==> src/rtl/arb_mux_2x1.sv <==
// Two-input round-robin packet arbiter feeding a registered 2:1 mux.
// A granted packet keeps the grant until its last beat; fairness rotates per packet.
module arb_mux_2x1 #(
  parameter int unsigned DW = 8
) (
  input  logic          clk,
  input  logic          rst_n,
  input  logic          a_valid,
  input  logic [DW-1:0] a_data,
  input  logic          a_last,
  output logic          a_ready,
  input  logic          b_valid,
  input  logic [DW-1:0] b_data,
  input  logic          b_last,
  output logic          b_ready,
  output logic          out_valid,
  output logic [DW-1:0] out_data,
  output logic          out_last,
  output logic          out_sel,
  input  logic          out_ready
);

  localparam logic [1:0] IDLE   = 2'b00;
  localparam logic [1:0] LOCK_A = 2'b01;
  localparam logic [1:0] LOCK_B = 2'b10;

  logic [1:0] state;
  logic [1:0] state_nxt;
  logic       prio;
  logic       prio_nxt;
  logic       space;
  logic       grant_a;
  logic       grant_b;
  logic       a_xfer;
  logic       b_xfer;

  // Output register can take a beat when empty or draining this cycle.
  assign space = !out_valid || out_ready;

  // Grant: arbitrate in IDLE, otherwise only the locked owner may proceed.
  always_comb begin
    grant_a = 1'b0;
    grant_b = 1'b0;
    case (state)
      IDLE: begin
        if (a_valid && (!b_valid || !prio)) begin
          grant_a = 1'b1;
        end else if (b_valid) begin
          grant_b = 1'b1;
        end
      end
      LOCK_A:  grant_a = 1'b1;
      LOCK_B:  grant_b = 1'b1;
      default: begin
        grant_a = 1'b0;
        grant_b = 1'b0;
      end
    endcase
  end

  assign a_ready = rst_n && grant_a && space;
  assign b_ready = rst_n && grant_b && space;
  assign a_xfer  = a_valid && a_ready;
  assign b_xfer  = b_valid && b_ready;

  // Next state and priority pointer; prio only moves when a packet completes.
  always_comb begin
    state_nxt = state;
    prio_nxt  = prio;
    if (a_xfer) begin
      if (a_last) begin
        state_nxt = IDLE;
        prio_nxt  = 1'b1;
      end else begin
        state_nxt = LOCK_A;
      end
    end else if (b_xfer) begin
      if (b_last) begin
        state_nxt = IDLE;
        prio_nxt  = 1'b0;
      end else begin
        state_nxt = LOCK_B;
      end
    end else if (state != IDLE && state != LOCK_A && state != LOCK_B) begin
      state_nxt = IDLE;
    end
  end

  always_ff @(posedge clk) begin
    if (!rst_n) begin
      state <= IDLE;
      prio  <= 1'b0;
    end else begin
      state <= state_nxt;
      prio  <= prio_nxt;
    end
  end

  // Output stage: reload on transfer, drain when consumed, hold under backpressure.
  always_ff @(posedge clk) begin
    if (!rst_n) begin
      out_valid <= 1'b0;
      out_data  <= '0;
      out_last  <= 1'b0;
      out_sel   <= 1'b0;
    end else if (a_xfer) begin
      out_valid <= 1'b1;
      out_data  <= a_data;
      out_last  <= a_last;
      out_sel   <= 1'b0;
    end else if (b_xfer) begin
      out_valid <= 1'b1;
      out_data  <= b_data;
      out_last  <= b_last;
      out_sel   <= 1'b1;
    end else if (out_ready) begin
      out_valid <= 1'b0;
    end
  end

endmodule

==> config.mk <==
export PLATFORM = sky130hd
export DESIGN_NAME = arb_mux_2x1
export DESIGN_NICKNAME = d
export VERILOG_FILES = /design/src/rtl/arb_mux_2x1.sv
export SDC_FILE = /design/constraint.sdc
export NUM_CORES = 1
export LEC_CHECK = 0
export BUFFER_PORTS_ARGS = -buffer_cell sky130_fd_sc_hd__buf_2
export CORE_UTILIZATION = 47
export DETAILED_ROUTE_END_ITERATION = 10
export PLACE_DENSITY_LB_ADDON = 0.3
export SLEW_MARGIN = 20
export SYNTH_ARGS = -nofsm -noshare
export SYNTH_HDL_FRONTEND = slang
export SYNTH_SLANG_ARGS = --single-unit
==> constraint.sdc <==
create_clock -name clk -period 2.35 [get_ports clk]
set_input_delay 0.47 -clock clk [delete_from_list [all_inputs] [get_ports clk]]
set_output_delay 0.47 -clock clk [all_outputs]
set_load 0.01 [all_outputs]
==> reports/results.ini, run 1 <==
[cells_and_area]
regArea_um2 = 280
instances_no_fill = 129
drive_above_1_share_pct = 49.1
syn2layout_area_growth_pct = 29.4
utilization_pct = 68.9
nNetsFinal = 138
final_area_um2 = 952
multi_input_area_um2 = 430
diodes = 0
fillCellCount = 126

[placement]
postPlaceCellArea_um2 = 916
port_buffers = 35
pre_cts_slack_ns = 0.695
placedCellCount = 125
hpwl_mm = 1.35
place_congestion = 0.756

[synth]
avgSynthCellArea_um2 = 9.55
synth-edff-count = 0
yosys_warnings = 0
synth-seq-cells = 14
synth-seq-area-share_pct = 38.1
synth.most_common_cell = nand2_1
synth_area_leaders = dfxtp_1 (38%), nand2_1 (10%), o221a_2 (9.2%), nand4_4 (5.8%), o221a_1 (3.1%)
synthesis.nets = 100
synth_ff_type = dfxtp_1
synth_async_sr_flop_share_pct = 0
synth.top_cell.area_share_pct = 38.1
synthCells = 77
yosysUniqueCellTypes = 30
syn_area_um2 = 736
synth_top_cell_by_area = dfxtp_1
synth_common_cells = nand2_1 (20), dfxtp_1 (14), o221a_2 (6)

[power]
intPower_mw = 0.439
clockPowerShare_pct = 28.3
ir_drop_v = 0.000419
p_sw_mw = 0.178
p_total_mw = 0.616
p_leak_nw = 0.458
p_per_area_mw_per_mm2 = 647
pwr-share-seq_pct = 45.4
p_comb_share_pct = 26.3
netSwitchingFraction_pct = 28.8

[cts]
clock_latency_ns = 0.28
cts_setup_buffers = 0
clk_path_buf_depth = 2
cts_hold_buf = 0
clkTransAtPathRegs_ns = 0.09
htreeDepth = 1
cts_inserted_buffers = 3
cts-root-buf = clkbuf_4
cts.repair.resized = 0
cts.sinks = 14
cts_tree = done

[critical_path]
cpPeakStageDelay_ns = 0.35
endpoint_kind = output pin
cp_max_fo = 7
worstSetupPathType = reg2out
worstPathArrival_ns = 1.23
crit_required_ns = 1.88
rr_worst_depth = 3
cp.buffers_inverters = 1
startpoint_type = register
cp_cell_sequence = nand2b_4 > nand2_1 > nor3_1 > buf_2
crit_slowest_cell = dfxtp_1
cp.depth = 4
cp_top_family = simple AND/OR/NAND/NOR gates

[drt]
wl_per_cell_um = 13.6
topRoutingLayerUsed = met4
wl_met2_um = 898
drc_errors = 0
wl_mm = 1.75
num_vias = 724
drt_first_pass_iters = 5
ant_nets = 0
route.met3.wl_um = 111
viasPerCell = 5.61
wl_met1_um = 701
first_iter_violations = 21

[sta]
setup_slack_ns = 0.648
final-hold-violation-count = 0
finalSetupTns_ns = 0
setup_viol = 0
fin_crit_ns = 1.70
maxSlewViolCount = 0
skew_ns = 0.00460
max_slew.worst_pin.slew_ns = 0.271
clock.fmax_mhz = 588
whs_ns = 0.442
relSlewSlack_pct = 81.9
rsz0062_at_grt = no
min_period_over_period_pct = 72.4

[die]
die_y_um = 41.6
die_w_um = 41.6
initial_utilization_pct = 53.2
io_pins = 36
die_area_mm2 = 0.00173
core_area_mm2 = 0.00138
rows = 13

[min_path]
hold_class = in2reg
holdPathStages = 2

[run]
drv_cap = 0

[grt]
antenna_found_initial = 0
grt_pass1_wl_mm = 3.02
grt_use_total_pct = 22.9
grt_overflow = 0
first_global_vias = 698
grt_max_degree = 12

[outcome]
status = finished clean

layout by cell type, fill, tap and decap left out, drive strengths merged:
| master | instances |
|---|---|
| buf | 36 |
| o21ai | 1 |
| and3 | 1 |
| o31ai | 1 |
| a21oi | 3 |
| nand4 | 2 |
| nand2 | 21 |
| dfxtp | 14 |
| nor4bb | 1 |
| a31oi | 3 |
| o211ai | 1 |
| nor2 | 2 |
| and2b | 2 |
| clkbuf | 4 |
| nor4 | 1 |
| o22ai | 1 |
| nand3 | 1 |
| o221a | 8 |
| or2b | 1 |
| nor3 | 2 |
| nand2b | 1 |
| nand3b | 1 |
| inv | 1 |
| nor2b | 1 |
| o31a | 1 |
| o21a | 1 |
| and2 | 1 |
| or3b | 1 |
final timing paths:
kind	from	to	slack [ns]
worst max register to register	state[1]$_SDFFE_PN0P_	out_data[1]$_SDFFE_PN0P_	1.01
worst min register to register	out_sel$_SDFFE_PP0P_	out_sel$_SDFFE_PP0P_	0.44
worst max-delay path	out_valid$_SDFFE_PN0P_	a_ready	0.65
worst min-delay path	b_data[5]	out_data[5]$_SDFFE_PN0P_	0.44
power groups by stage:
stage / Sequential (mW) / Combinational, mW / Clock [mW]
2_1_floorplan: 0.296 / 0.0906 / 0
3_3_place_gp: 0.284 / 0.157 / 0
3_5_place_dp: 0.285 / 0.163 / 0
4_1_cts: 0.280 / 0.164 / 0.178
5_1_grt: 0.284 / 0.178 / 0.186
6_report: 0.280 / 0.162 / 0.175
layout make-up:
class / count / share of cell area (%)
repair buffers: 36 / 19.2
multi-input cells: 59 / 45.2
well taps: 15 / 1.97
clock buffers: 4 / 3.81
flip-flops and latches: 14 / 29.4
inverters: 1 / 0.394
per-layer routing:
| metal | track usage, % | vias up |
|---|---|---|
| met2 | 41.9 | 32 |
| met5 | 0 | - |
| met3 | 3.48 | 4 |
| met1 | 25.3 | 327 |
| met4 | 11.6 | 0 |
| li1 | - | 361 |
registers in the layout, indices dropped and copies added (netlist names):
name       count
out_sel        1
out_data       8
out_valid      1
prio           1
state          2
out_last       1
logic make-up (layout without fill, tap and decap cells):
| kind of cell | after synthesis | after routing | share of synthesized area (%) |
|---|---|---|---|
| buf+inv | 4 | 41 | 3.40 |
| flops | 14 | 14 | 38.1 |
| compound gates | 20 | 20 | 24.5 |
| simple gates | 39 | 39 | 34.0 |
No activity file was read; power rests on OpenSTA's default activity.
==> run 2, diff against run 1 <==
--- a/config.mk
+++ b/config.mk
@@ -6,7 +6,7 @@
 export NUM_CORES = 1
 export LEC_CHECK = 0
 export BUFFER_PORTS_ARGS = -buffer_cell sky130_fd_sc_hd__buf_2
-export CORE_UTILIZATION = 47
+export CORE_UTILIZATION = 44
 export DETAILED_ROUTE_END_ITERATION = 10
 export PLACE_DENSITY_LB_ADDON = 0.3
 export SLEW_MARGIN = 20
==> constraint.sdc (replaced) <==
create_clock -name clk -period 1.75 [get_ports clk]
set_input_delay 0.35 -clock clk [delete_from_list [all_inputs] [get_ports clk]]
set_output_delay 0.35 -clock clk [all_outputs]
set_load 0.01 [all_outputs]
==> reports/results.ini, run 2 (synthesis gave the netlist of run 1 again) <==
[outcome]
status = finished clean

[drt]
num_vias = 714  ; -1.4%
ant_nets = 0  ; unchanged
drc_errors = 0  ; unchanged
viasPerCell = 5.45  ; -2.9%
wl_per_cell_um = 13.0  ; -4.7%
first_iter_violations = 10  ; -52%
wl_mm = 1.70  ; -3.2%
drt_first_pass_iters = 4  ; -1

[cts]
cts.repair.resized = 0  ; unchanged
cts_tree = done
cts_setup_buffers = 0  ; unchanged
cts_inserted_buffers = 3  ; unchanged
htreeDepth = 1  ; unchanged
clkTransAtPathRegs_ns = 0.08  ; about the same
clock_latency_ns = 0.28  ; about the same
cts.sinks = 14  ; unchanged
cts_hold_buf = 0  ; unchanged
clk_path_buf_depth = 2  ; unchanged
cts-root-buf = clkbuf_4

[placement]
pre_cts_slack_ns = 0.332  ; -0.363 ns
port_buffers = 35  ; unchanged
place_congestion = 0.749  ; -0.93%
hpwl_mm = 1.26  ; -6.5%
placedCellCount = 127  ; +1.6%
postPlaceCellArea_um2 = 925  ; +0.96%

[cells_and_area]
utilization_pct = 62.3  ; -6.5 points
diodes = 0  ; unchanged
reg.largest.list = out_data x8, state x2
fillCellCount = 139  ; +10%
nNetsFinal = 139  ; +0.72%
final_area_um2 = 961  ; +0.92%
final_common_cell = buf_2
instances_no_fill = 131  ; +1.6%
syn2layout_area_growth_pct = 30.6
drive_above_1_share_pct = 49.6  ; +0.44 points
largest_reg_flops = 8  ; unchanged
multi_input_area_um2 = 430  ; unchanged
regArea_um2 = 280  ; unchanged
max_flop_register = out_data
final_cell_mix = buf_2 (35), nand2_1 (20), dfxtp_1 (14), o221a_2 (6)

[sta]
whs_ns = 0.329  ; -0.114 ns
fin_crit_ns = 1.59
maxSlewViolCount = 0  ; unchanged
final-hold-violation-count = 0  ; unchanged
finalSetupTns_ns = 0  ; unchanged
rsz0062_at_grt = no
min_period_over_period_pct = 90.8
setup_slack_ns = 0.161  ; -0.487 ns
setup_viol = 0  ; unchanged
relSlewSlack_pct = 81.6  ; -0.26 points
max_slew.worst_pin.slew_ns = 0.275  ; +0.00394 ns
clock.fmax_mhz = 629
skew_ns = 0.00103  ; -0.00356 ns

[grt]
grt_max_degree = 11  ; -1
grt_overflow = 0  ; unchanged
grt_use_total_pct = 21.9  ; -1.0 points
first_global_vias = 689  ; -1.3%
grt_pass1_wl_mm = 2.99  ; -0.93%
antenna_found_initial = 0  ; unchanged

[run]
drv_cap = 0  ; unchanged

[die]
die_w_um = 42.9  ; +3.2%
rows = 14  ; +1
core_area_mm2 = 0.00154  ; +11%
die_y_um = 42.9  ; +3.2%
io_pins = 36  ; unchanged
die_area_mm2 = 0.00184  ; +6.5%
initial_utilization_pct = 47.7  ; -5.5 points

[min_path]
hold_start = b_data[6]
hold_class = in2reg
hold_end = out_data[6]$_SDFFE_PN0P_
holdPathStages = 2  ; unchanged

[critical_path]
cp_max_fo = 5  ; -2
cpPeakStageDelay_ns = 0.36  ; about the same
worstPathArrival_ns = 1.24  ; about the same
cp.buffers_inverters = 1  ; unchanged
endpoint_kind = output pin
worstSetupPathType = reg2out
cp_cell_sequence = or2b_1 > a21oi_1 > nor3_1 > buf_2
r2r_start = state[0]$_SDFFE_PN0P_
crit_required_ns = 1.40  ; -0.48 ns
reg2reg_to = out_data[7]$_SDFFE_PN0P_
crit_slowest_cell = dfxtp_1
cp_top_family = flip-flops
r2r_slack_ns = 0.43  ; -0.58 ns
rr_worst_depth = 4  ; +1
startpoint_type = register

[power]
clockPowerShare_pct = 28.1  ; -0.2 points
netSwitchingFraction_pct = 28.3  ; -0.54 points
p_per_area_mw_per_mm2 = 857  ; +32%
intPower_mw = 0.591  ; +35%
ir_drop_v = 0.000435  ; +3.8%
p_sw_mw = 0.233  ; +31%
pwr-share-seq_pct = 45.6  ; +0.2 points
p_comb_share_pct = 26.4  ; about the same
p_leak_nw = 0.463  ; +1.0%
p_total_mw = 0.823  ; +34%

-- run 2: cell count changes in the layout (fill, tap and decap cells not counted) --
cell	change
buf_4	+1
-- run 2: how the worst max path moves through the flow --
stage,from,end,slack [ns],cells after the start
floorplan,rst_n,a_ready,0.24,4
global placement,a_valid,b_ready,0.36,5
detailed placement,a_valid,b_ready,0.33,5
CTS,prio$_SDFFE_PN0P_,b_ready,0.16,4
global route,prio$_SDFFE_PN0P_,b_ready,0.08,4
finish,prio$_SDFFE_PN0P_,b_ready,0.16,4
-- run 2: area by class of cell --
cell class                 instances  share of cell area, %
tap                               16                   2.08
clock buffer                       4                   3.78
multi-input combinational         59                   44.8
sequential                        14                   29.2
inverter                           1                  0.391
timing repair buffer              37                   19.8
-- run 2: worst reg2reg max path: cells and delay by family, from the launching register on --
family,cells,cell delay (ns)
and+or+nand+nor,2,0.36
AOI/OAI and AO/OA,2,0.43
DFF,1,0.43
-- run 2: power by group through the flow --
stage / clock network [mW] / registers (mW) / logic [mW]
after floorplan: 0 / 0.398 / 0.122
after global placement: 0 / 0.381 / 0.213
after detailed placement: 0 / 0.383 / 0.218
after CTS: 0.240 / 0.375 / 0.220
after global routing: 0.256 / 0.380 / 0.239
final: 0.231 / 0.375 / 0.217
-- run 2: routing by layer --
layer | track usage (%) | up-vias | share of wire, %
li1 | - | 362 | -
met3 | 3.83 | 6 | 5.4
met2 | 33.3 | 29 | 47
met5 | 0 | - | 0
met4 | 15.6 | 0 | 3.2
met1 | 27.5 | 317 | 45
==> run 3, diff against run 2 <==
--- a/config.mk
+++ b/config.mk
@@ -5,6 +5,7 @@
 export SDC_FILE = /design/constraint.sdc
 export NUM_CORES = 1
 export LEC_CHECK = 0
+export ABC_AREA = 1
 export BUFFER_PORTS_ARGS = -buffer_cell sky130_fd_sc_hd__buf_2
 export CORE_UTILIZATION = 44
 export DETAILED_ROUTE_END_ITERATION = 10
==> reports/results.ini, run 3 <==
[grt]
antenna_found_initial = 0  ; unchanged
grt_pass1_wl_mm = 2.77  ; -7.2%
grt_max_degree = 12  ; +1
grt_overflow = 0  ; unchanged
grt_use_total_pct = 20.0  ; -1.9 points
gr-usage-met3_pct = 5.11  ; +1.3 points
grtUsageMet2_pct = 32.7  ; -0.61 points
grt_busiest_layer = met2
use_met1_pct = 25.2  ; -2.3 points
first_global_vias = 705  ; +2.3%

[die]
core_area_mm2 = 0.00154  ; unchanged
rows = 14  ; unchanged
die_w_um = 43.1  ; +0.41%
initial_utilization_pct = 48.1  ; +0.41 points
die_y_um = 43.1  ; +0.41%
io_pins = 36  ; unchanged
die_area_mm2 = 0.00185  ; +0.82%

[power]
p_total_mw = 0.741  ; -10%
p_comb_share_pct = 21.7  ; -4.7 points
intPower_mw = 0.537  ; -9.2%
pwr-share-seq_pct = 47.6  ; +2.0 points
p_sw_mw = 0.205  ; -12%
p_per_area_mw_per_mm2 = 770  ; -10%
p_leak_nw = 0.547  ; +18%
clockPowerShare_pct = 30.7  ; +2.6 points
netSwitchingFraction_pct = 27.6  ; -0.65 points
ir_drop_v = 0.000529  ; +22%

[synth]
yosys_warnings = 0  ; unchanged
synth.most_common_cell = nand2_1
yosysUniqueCellTypes = 21  ; -30%
synth_ff_type = dfxtp_1
synth-edff-count = 0  ; unchanged
synth_area_leaders = dfxtp_1 (38%), nand2_1 (17%), nor2_1 (8.6%), o21ai_0 (6.1%), inv_1 (6.1%)
synth_top_cell_by_area = dfxtp_1
synth_common_cells = nand2_1 (33), nor2_1 (17), dfxtp_1 (14)
syn_area_um2 = 742  ; +0.85%
synth_async_sr_flop_share_pct = 0  ; unchanged
synthesis.nets = 134  ; +34%
synth-seq-area-share_pct = 37.8  ; -0.32 points
synth.top_cell.area_share_pct = 37.8  ; -0.32 points
synthCells = 111  ; +44%
synth-seq-cells = 14  ; unchanged
avgSynthCellArea_um2 = 6.68  ; -30%

[cts]
cts_inserted_buffers = 3  ; unchanged
clk_path_buf_depth = 2  ; unchanged
cts.sinks = 14  ; unchanged
clock_latency_ns = 0.27  ; about the same
cts_hold_buf = 0  ; unchanged
cts.repair.resized = 0  ; unchanged
htreeDepth = 1  ; unchanged
cts-root-buf = clkbuf_4
clkTransAtPathRegs_ns = 0.09  ; about the same
cts_setup_buffers = 0  ; unchanged
cts_tree = done

[cells_and_area]
final_cell_mix = buf_2 (35), nand2_1 (33), nor2_1 (17), dfxtp_1 (14), inv_1 (12)
diodes = 0  ; unchanged
final_common_cell = buf_2
final_area_um2 = 962  ; +0.13%
drive_above_1_share_pct = 35.6  ; -14 points
nNetsFinal = 173  ; +24%
reg.largest.list = out_data x8, state x2
largest_reg_flops = 8  ; unchanged
max_flop_register = out_data
syn2layout_area_growth_pct = 29.7

[critical_path]
worstSetupPathType = reg2out
crit_slowest_cell = dfxtp_1
worstPathArrival_ns = 1.18  ; -0.06 ns
cp_max_fo = 3  ; -2
endpoint_kind = output pin
crit_required_ns = 1.40  ; about the same
startpoint_type = register
cpPeakStageDelay_ns = 0.32  ; -0.04 ns
cp_cell_sequence = inv_1 > nand2_1 > nor2_1 > nand2_1 > inv_1 > buf_2

[sta]
setup_viol = 0  ; unchanged
min_period_over_period_pct = 87.4  ; -3.4 points
max_slew.worst_pin.slew_ns = 0.281  ; +0.00625 ns
clock.fmax_mhz = 654  ; +3.9%
skew_ns = 0.00426  ; +0.00323 ns
final-hold-violation-count = 0  ; unchanged
maxSlewViolCount = 0  ; unchanged
finalSetupTns_ns = 0  ; unchanged
relSlewSlack_pct = 81.2  ; -0.44 points
fin_crit_ns = 1.53  ; -0.0591 ns
rsz0062_at_grt = no

[placement]
place_congestion = 0.779  ; +4.1%
hpwl_mm = 1.27  ; +0.83%
port_buffers = 35  ; unchanged
postPlaceCellArea_um2 = 926  ; +0.14%

[drt]
ant_nets = 0  ; unchanged
wl_mm = 1.63  ; -4.2%
first_iter_violations = 16  ; +6
wl_per_cell_um = 9.85  ; -24%
drt_first_pass_iters = 4  ; unchanged
viasPerCell = 4.79  ; -12%
drc_errors = 0  ; unchanged
num_vias = 790  ; +11%

[min_path]
hold_class = in2reg

[run]
drv_cap = 0  ; unchanged

[outcome]
status = finished clean

==> run 3: cell types whose count changed after synthesis, moves of 3 or more <==
cell,delta
o21ai_0,+8
a31oi_1,-3
nand3_2,+3
o221a_2,-6
nor2_1,+15
nand2_1,+13
inv_1,+11
==> run 3: cell families (layout without fill, tap and decap cells) <==
logic type	after synthesis	in the layout	synth area share, %
AO/OA/AOI/OAI	14	14	10.3
buffers and inverters	18	56	11.6
flip-flops	14	14	37.8
AND/OR/NAND/NOR	65	65	40.3
==> run 3: final cells by class <==
class,instances,area (um^2)
fill,152,579
inverter,14,52.6
clock buffer,4,36.3
timing repair buffer,38,198
sequential,14,280
multi-input combinational,79,375
tap,16,20.0
==> run 3: stage by stage <==
step                setup slack (ns)  hold slack [ns]  std cells  util [%]
CTS                            0.226            0.379        165      62.4
floorplan                      0.489            0.453        111         -
global placement               0.228            0.466        161      60.1
finish                         0.220            0.384        165      62.4
global route                  0.0599            0.389        165      62.4
detailed placement             0.199            0.469        161      60.1
==> run 3: worst max-delay path: cells and delay by family, from the launching register on <==
| kind | cells | cell delay, ns |
|---|---|---|
| buffers and inverters | 3 | 0.31 |
| flip-flops | 1 | 0.32 |
| AND/OR/NAND/NOR | 3 | 0.27 |
==> run 3: final timing paths <==
kind,from,cells past startpoint,end,slack (ns)
worst max-delay path,state[0]$_SDFFE_PN0P_,6,b_ready,0.22
worst max register to register,prio$_SDFFE_PN0P_,9,out_data[3]$_SDFFE_PN0P_,0.31
worst min-delay path,a_data[6],5,out_data[6]$_SDFFE_PN0P_,0.38
worst min register to register,state[1]$_SDFFE_PN0P_,2,state[1]$_SDFFE_PN0P_,0.48
==> run 3: layer usage <==
metal  up-vias  wire [um]
met2        29        748
met3         2         88
met1       342        772
met5         -          0
li1        417          -
met4         0         15
==> run 3: power groups by stage <==
stage	sequential [mW]	combinational, mW	clock (mW)
2_1_floorplan	0.369	0.0910	0
6_report	0.353	0.161	0.227
5_1_grt	0.355	0.182	0.246
3_3_place_gp	0.360	0.158	0
3_5_place_dp	0.360	0.161	0
4_1_cts	0.353	0.162	0.232
